[config.mk]
export PLATFORM = sky130hd
export DESIGN_NAME = execute_muldiv
export DESIGN_NICKNAME = d
export VERILOG_FILES = /design/src/rtl/execute_muldiv.sv
export SDC_FILE = /design/constraint.sdc
export NUM_CORES = 1
export LEC_CHECK = 0
export ABC_AREA = 0
export CORE_ASPECT_RATIO = 1.75
export CORE_MARGIN = 3
export CORE_UTILIZATION = 33
export DETAILED_ROUTE_END_ITERATION = 8
export PLACE_DENSITY_LB_ADDON = 0.12
export SLEW_MARGIN = 20
export SYNTH_ARGS = -nofsm -noshare
export SYNTH_HDL_FRONTEND = slang
export SYNTH_SLANG_ARGS = --single-unit
[constraint.sdc]
create_clock -name clk -period 8.5 [get_ports clk]
set_input_delay 2.55 -clock clk [delete_from_list [all_inputs] [get_ports clk]]
set_output_delay 2.55 -clock clk [all_outputs]
set_load 0.1 [all_outputs]
[src/rtl/execute_muldiv.sv]
// Iterative RV32M multiply/divide unit for the execute stage.
// Shift-add multiply and restoring divide, one bit per cycle, with a stall request to the hazard unit.
module execute_muldiv #(
  parameter int DATA_WIDTH = 32
) (
  input  logic                  clk,
  input  logic                  rst,
  input  logic                  StartE,
  input  logic                  AbortE,
  input  logic [2:0]            funct3E,
  input  logic [DATA_WIDTH-1:0] SrcAE,
  input  logic [DATA_WIDTH-1:0] SrcBE,
  output logic                  BusyE,
  output logic                  DoneE,
  output logic [DATA_WIDTH-1:0] ResultE
);
  localparam int W = DATA_WIDTH;

  typedef enum logic [1:0] {IDLE, CALC, DONE} state_t;

  localparam logic [2:0] F_MUL    = 3'b000;
  localparam logic [2:0] F_MULH   = 3'b001;
  localparam logic [2:0] F_MULHSU = 3'b010;
  localparam logic [2:0] F_DIV    = 3'b100;
  localparam logic [2:0] F_REM    = 3'b110;

  state_t         state_q, state_d;
  logic [4:0]     cnt_q, cnt_d;
  logic [2:0]     op_q, op_d;
  logic           neg_q, neg_d;
  logic [W-1:0]   a_q, a_d;        // multiplicand for mul, divisor for div
  logic [2*W-1:0] acc_q, acc_d;    // product accumulator / low half holds dividend->quotient
  logic [W:0]     rem_q, rem_d;
  logic           done_q, done_d;
  logic [W-1:0]   result_q, result_d;

  // Operand decode at start
  logic           sign_a, sign_b, is_sdiv, div_zero, div_ovf, start_neg;
  logic [W-1:0]   mag_a, mag_b;
  localparam logic [W-1:0] INT_MIN = {1'b1, {(W-1){1'b0}}};

  always_comb begin
    is_sdiv   = (funct3E == F_DIV) || (funct3E == F_REM);
    sign_a    = SrcAE[W-1] && (funct3E == F_MULH || funct3E == F_MULHSU || is_sdiv);
    sign_b    = SrcBE[W-1] && (funct3E == F_MULH || is_sdiv);
    mag_a     = sign_a ? -SrcAE : SrcAE;
    mag_b     = sign_b ? -SrcBE : SrcBE;
    start_neg = (funct3E == F_REM) ? sign_a : (sign_a ^ sign_b);
    div_zero  = funct3E[2] && (SrcBE == '0);
    div_ovf   = is_sdiv && (SrcAE == INT_MIN) && (SrcBE == '1);
  end

  // One iteration of each datapath
  logic [W:0]     mul_sum, div_sh, div_diff, rem_nxt;
  logic [2*W-1:0] mul_nxt, prod;
  logic [W-1:0]   quo_nxt, q_res, r_res, mul_res, div_res;
  logic           div_ge;

  always_comb begin
    mul_sum  = {1'b0, acc_q[2*W-1:W]} + (acc_q[0] ? {1'b0, a_q} : '0);
    mul_nxt  = {mul_sum, acc_q[W-1:1]};
    div_sh   = {rem_q[W-1:0], acc_q[W-1]};
    div_diff = div_sh - {1'b0, a_q};
    div_ge   = (div_sh >= {1'b0, a_q});
    rem_nxt  = div_ge ? div_diff : div_sh;
    quo_nxt  = {acc_q[W-2:0], div_ge};
    prod     = neg_q ? -mul_nxt : mul_nxt;
    mul_res  = (op_q == F_MUL) ? prod[W-1:0] : prod[2*W-1:W];
    q_res    = neg_q ? -quo_nxt : quo_nxt;
    r_res    = neg_q ? -rem_nxt[W-1:0] : rem_nxt[W-1:0];
    div_res  = op_q[1] ? r_res : q_res;
  end

  always_comb begin
    state_d  = state_q;
    cnt_d    = cnt_q;
    op_d     = op_q;
    neg_d    = neg_q;
    a_d      = a_q;
    acc_d    = acc_q;
    rem_d    = rem_q;
    done_d   = 1'b0;
    result_d = result_q;
    case (state_q)
      IDLE: begin
        if (StartE && !AbortE) begin
          op_d  = funct3E;
          neg_d = start_neg;
          if (div_zero) begin
            result_d = funct3E[1] ? SrcAE : '1;
            done_d   = 1'b1;
            state_d  = DONE;
          end else if (div_ovf) begin
            result_d = funct3E[1] ? '0 : INT_MIN;
            done_d   = 1'b1;
            state_d  = DONE;
          end else begin
            a_d     = funct3E[2] ? mag_b : mag_a;
            acc_d   = {{W{1'b0}}, funct3E[2] ? mag_a : mag_b};
            rem_d   = '0;
            cnt_d   = 5'd31;
            state_d = CALC;
          end
        end
      end
      CALC: begin
        if (op_q[2]) begin
          acc_d = {acc_q[2*W-1:W], quo_nxt};
          rem_d = rem_nxt;
        end else begin
          acc_d = mul_nxt;
        end
        cnt_d = cnt_q - 5'd1;
        if (cnt_q == 5'd0) begin
          result_d = op_q[2] ? div_res : mul_res;
          done_d   = 1'b1;
          state_d  = DONE;
        end
      end
      default: state_d = IDLE;
    endcase
    // A killed instruction leaves the last committed result visible
    if (AbortE) begin
      state_d  = IDLE;
      done_d   = 1'b0;
      result_d = result_q;
    end
  end

  always_ff @(posedge clk) begin
    if (rst) begin
      state_q  <= IDLE;
      cnt_q    <= '0;
      op_q     <= '0;
      neg_q    <= 1'b0;
      a_q      <= '0;
      acc_q    <= '0;
      rem_q    <= '0;
      done_q   <= 1'b0;
      result_q <= '0;
    end else begin
      state_q  <= state_d;
      cnt_q    <= cnt_d;
      op_q     <= op_d;
      neg_q    <= neg_d;
      a_q      <= a_d;
      acc_q    <= acc_d;
      rem_q    <= rem_d;
      done_q   <= done_d;
      result_q <= result_d;
    end
  end

  assign BusyE   = !rst && !AbortE &&
                   (((state_q == IDLE) && StartE) || (state_q == CALC));
  assign DoneE   = done_q;
  assign ResultE = result_q;
endmodule

==> qor.csv <==
stage;metric;value;unit
outcome;run_status;completed;
min_path;min_path_type;reg -> reg;
detailed_routing;wl_met3;3.54;mm
detailed_routing;route.met2.wl;42.0;mm
placement;dpl.cell_count;3219;
sta;clock-skew-final;0.0131;ns
placement;gp_congestion;0.937;
synth;synthFlopType;dfxtp_1;
synth;ys_ff_latch;172;
worst_setup_path;startpoint;AbortE;
sta;fmax;0.152;GHz
final_layout;fin_cells;3251;
synth;post_synth_num_cell_types;93;
clock_tree;cts_tree;yes;
final_layout;nets;2699;
floorplan;rows;112;
global_route;grt_first_pass_wirelength;121;mm
placement;place_area;19300;um2
floorplan;coreArea;53500;um2
floorplan;dieArea;57200;um2
detailed_routing;dr.pass1.iters;6;
synth;postSynthCellCount;2606;
global_route;grt_usage;27.6;%
sta;fin_tns_setup;0;ns
worst_setup_path;worstReg2RegStart;a_q[9]$_SDFFE_PP0P_;
final_layout;syn2layout_area_growth;11.1;%
worst_setup_path;worst_ep_required_time;5.95;ns
clock_tree;clk_path_buf_depth;2;
sta;fin_crit;6.56;ns
placement;dp_hpwl;64.5;mm
synth;ys_seq_area_share;19.2;%
final_layout;drive_gt1_share;5.88;%
global_route;globalRoute.totalOverflow;0;
pwr;power;0.00276;W
global_route;grt_max_degree;96;
detailed_routing;routed.top_layer;met4;
sta;slew_violations;0;
floorplan;die_h;314;um
detailed_routing;wl;81.6;mm
sta;finalSetupViolations;0;
worst_setup_path;critical_path_class;in -> out;
worst_setup_path;crit_path_start_kind;input port;
synth;synth-edff-count;0;
detailed_routing;vias;19800;
sta;rsz0062_at_grt;no;
clock_tree;cts-resized-gates;0;
detailed_routing;post_drt_wl_per_cell;25.1;um
synth;synthesis.nets;2751;
floorplan;initial_core_util;33.5;%
clock_tree;cts_root_buffer;clkbuf_16;
min_path;holdCritStartpoint;a_q[18]$_SDFFE_PP0P_;
job;cap_violations;0;
detailed_routing;avgViaCountPerCell;6.08;
global_route;first_global_vias;19100;
worst_setup_path;endpoint_kind;output port;
sta;slew_headroom;23.9;%
synth;yosys_warnings;0;
detailed_routing;drc;0;
pwr;powerDensity;138;nW/um2
final_layout;final_core_util;37.2;%
placement;portBuffers;104;
sta;tightest_slew;1.14;ns
clock_tree;cts.sinks;172;
detailed_routing;drt_iter0_markers;1518;
final_layout;diodes;0;
clock_tree;cts_setup_buffers;0;
global_route;antenna_found_initial;0;
pwr;vdd_drop_max;0.143;mV
worst_setup_path;reg2reg_slack;2.29;ns
clock_tree;h-tree-depth;4;
synth;synth-async-reset-ratio;0;%
sta;period_share;77.2;%
sta;hold_violations;0;
clock_tree;postCtsHoldBufs;0;
clock_tree;path_clk_slew;0.09;ns
worst_setup_path;reg2reg_depth;20;
synth;avgSynthCellArea;6.87;um2
min_path;hold_depth;2;
clock_tree;clock_latency;0.48;ns
floorplan;io-pin-count;105;
final_layout;fin_area;19900;um2
worst_setup_path;crit_arrival;4.01;ns
synth;synth_area;17900;um2
floorplan;die_x;182;um
detailed_routing;ant_nets;0;
clock_tree;numCtsBuffers;17;
pwr;p_leak;7.11;nW
detailed_routing;met1_length;30.7;mm
worst_setup_path;cp_max_fo;5;
final cells by class:
cell class              instances  area (um2)
clock buffers                  17         425
clock inverters                15         176
fillers                      5810       33600
inverters                      67         251
multi-input cells            2158       13500
flip-flops and latches        172        3450
well taps                     684         856
repair buffers                138        1290
path summary, 6_finish.rpt:
path / end
setup / recovery: BusyE
hold / removal: a_q[18]$_SDFFE_PP0P_
setup reg to reg: ResultE[20]$_SDFFE_PP0P_
hold reg to reg: a_q[18]$_SDFFE_PP0P_
worst max-delay path, cell delays in order:
cell and delay [ns]:
clkdlybuf4s50_1 0.51, nor4_1 0.55, buf_4 0.39
cell usage after synthesis, types with 18 or more instances:
| master | count | area (um2) |
|---|---|---|
| nor3_1 | 73 | 365 |
| a21oi_1 | 208 | 1040 |
| o31ai_1 | 35 | 263 |
| xor2_1 | 74 | 648 |
| nor2_1 | 351 | 1320 |
| nand4_1 | 30 | 188 |
| nor2b_1 | 21 | 131 |
| nor4_1 | 22 | 138 |
| nand2b_1 | 20 | 125 |
| nand3_1 | 71 | 355 |
| mux2i_1 | 58 | 581 |
| or3_1 | 47 | 294 |
| o211ai_1 | 62 | 465 |
| or2_2 | 18 | 113 |
| ha_1 | 72 | 901 |
| inv_1 | 65 | 244 |
| a22oi_1 | 29 | 218 |
| a31oi_1 | 52 | 325 |
| o21ai_0 | 203 | 1020 |
| clkbuf_1 | 179 | 672 |
| xnor2_1 | 91 | 797 |
| dfxtp_1 | 172 | 3440 |
| nand2_1 | 250 | 938 |
| a21o_1 | 27 | 203 |
| and2_1 | 20 | 125 |
| a211oi_1 | 65 | 488 |
power breakdown:
part	switching (W)	total (W)	internal (W)
clock	0.000436	0.000835	0.000399
combinational	0.000687	0.00103	0.000341
sequential	0.0000594	0.000894	0.000835
registers in the layout, summed over array words and instances, names as in the netlist:
| name | flops |
|---|---|
| ResultE | 32 |
| a_q | 32 |
| acc_q | 64 |
| DoneE | 1 |
| op_q | 3 |
| state_q | 2 |
| neg_q | 1 |
| rem_q | 32 |
| cnt_q | 5 |
kinds of logic (layout without fill, tap and decap cells):
family,Yosys count,count (layout),share of synthesized area [%]
fa+ha+maj,74,74,5.25
xor+xnor,165,165,8.07
compound gates,846,846,30.6
simple gates,994,994,26.1
flops,172,172,19.2
buf+inv,276,237,5.95
mux,79,79,4.77
cells in the final DEF, fill, tap and decap left out, types with 52 or more instances in the layout:
cell type,instances
inv_1,65
a21oi_1,208
o21ai_0,203
clkdlybuf4s50_1,101
nand3_1,71
nor2_1,348
xor2_1,74
o211ai_1,62
dfxtp_1,169
a211oi_1,65
xnor2_1,91
mux2i_1,58
nor3_1,71
ha_1,72
a31oi_1,52
nand2_1,249
metal layers:
metal | vias up | track usage (%)
met5 | - | 0
met4 | 0 | 16.3
met3 | 179 | 2.31
met2 | 746 | 50.6
met1 | 9415 | 30.8
li1 | 9418 | -
per-stage QoR:
| step | setup slack, ns | hold slack (ns) |
|---|---|---|
| 6_report | 1.94 | 0.464 |
| 5_1_grt | 1.73 | 0.492 |
| 4_1_cts | 1.92 | 0.463 |
| 3_5_place_dp | 1.81 | 0.451 |
| 3_3_place_gp | 1.86 | 0.440 |
| 2_1_floorplan | 0.254 | 0.432 |
Power figures use the tool's default switching activity.
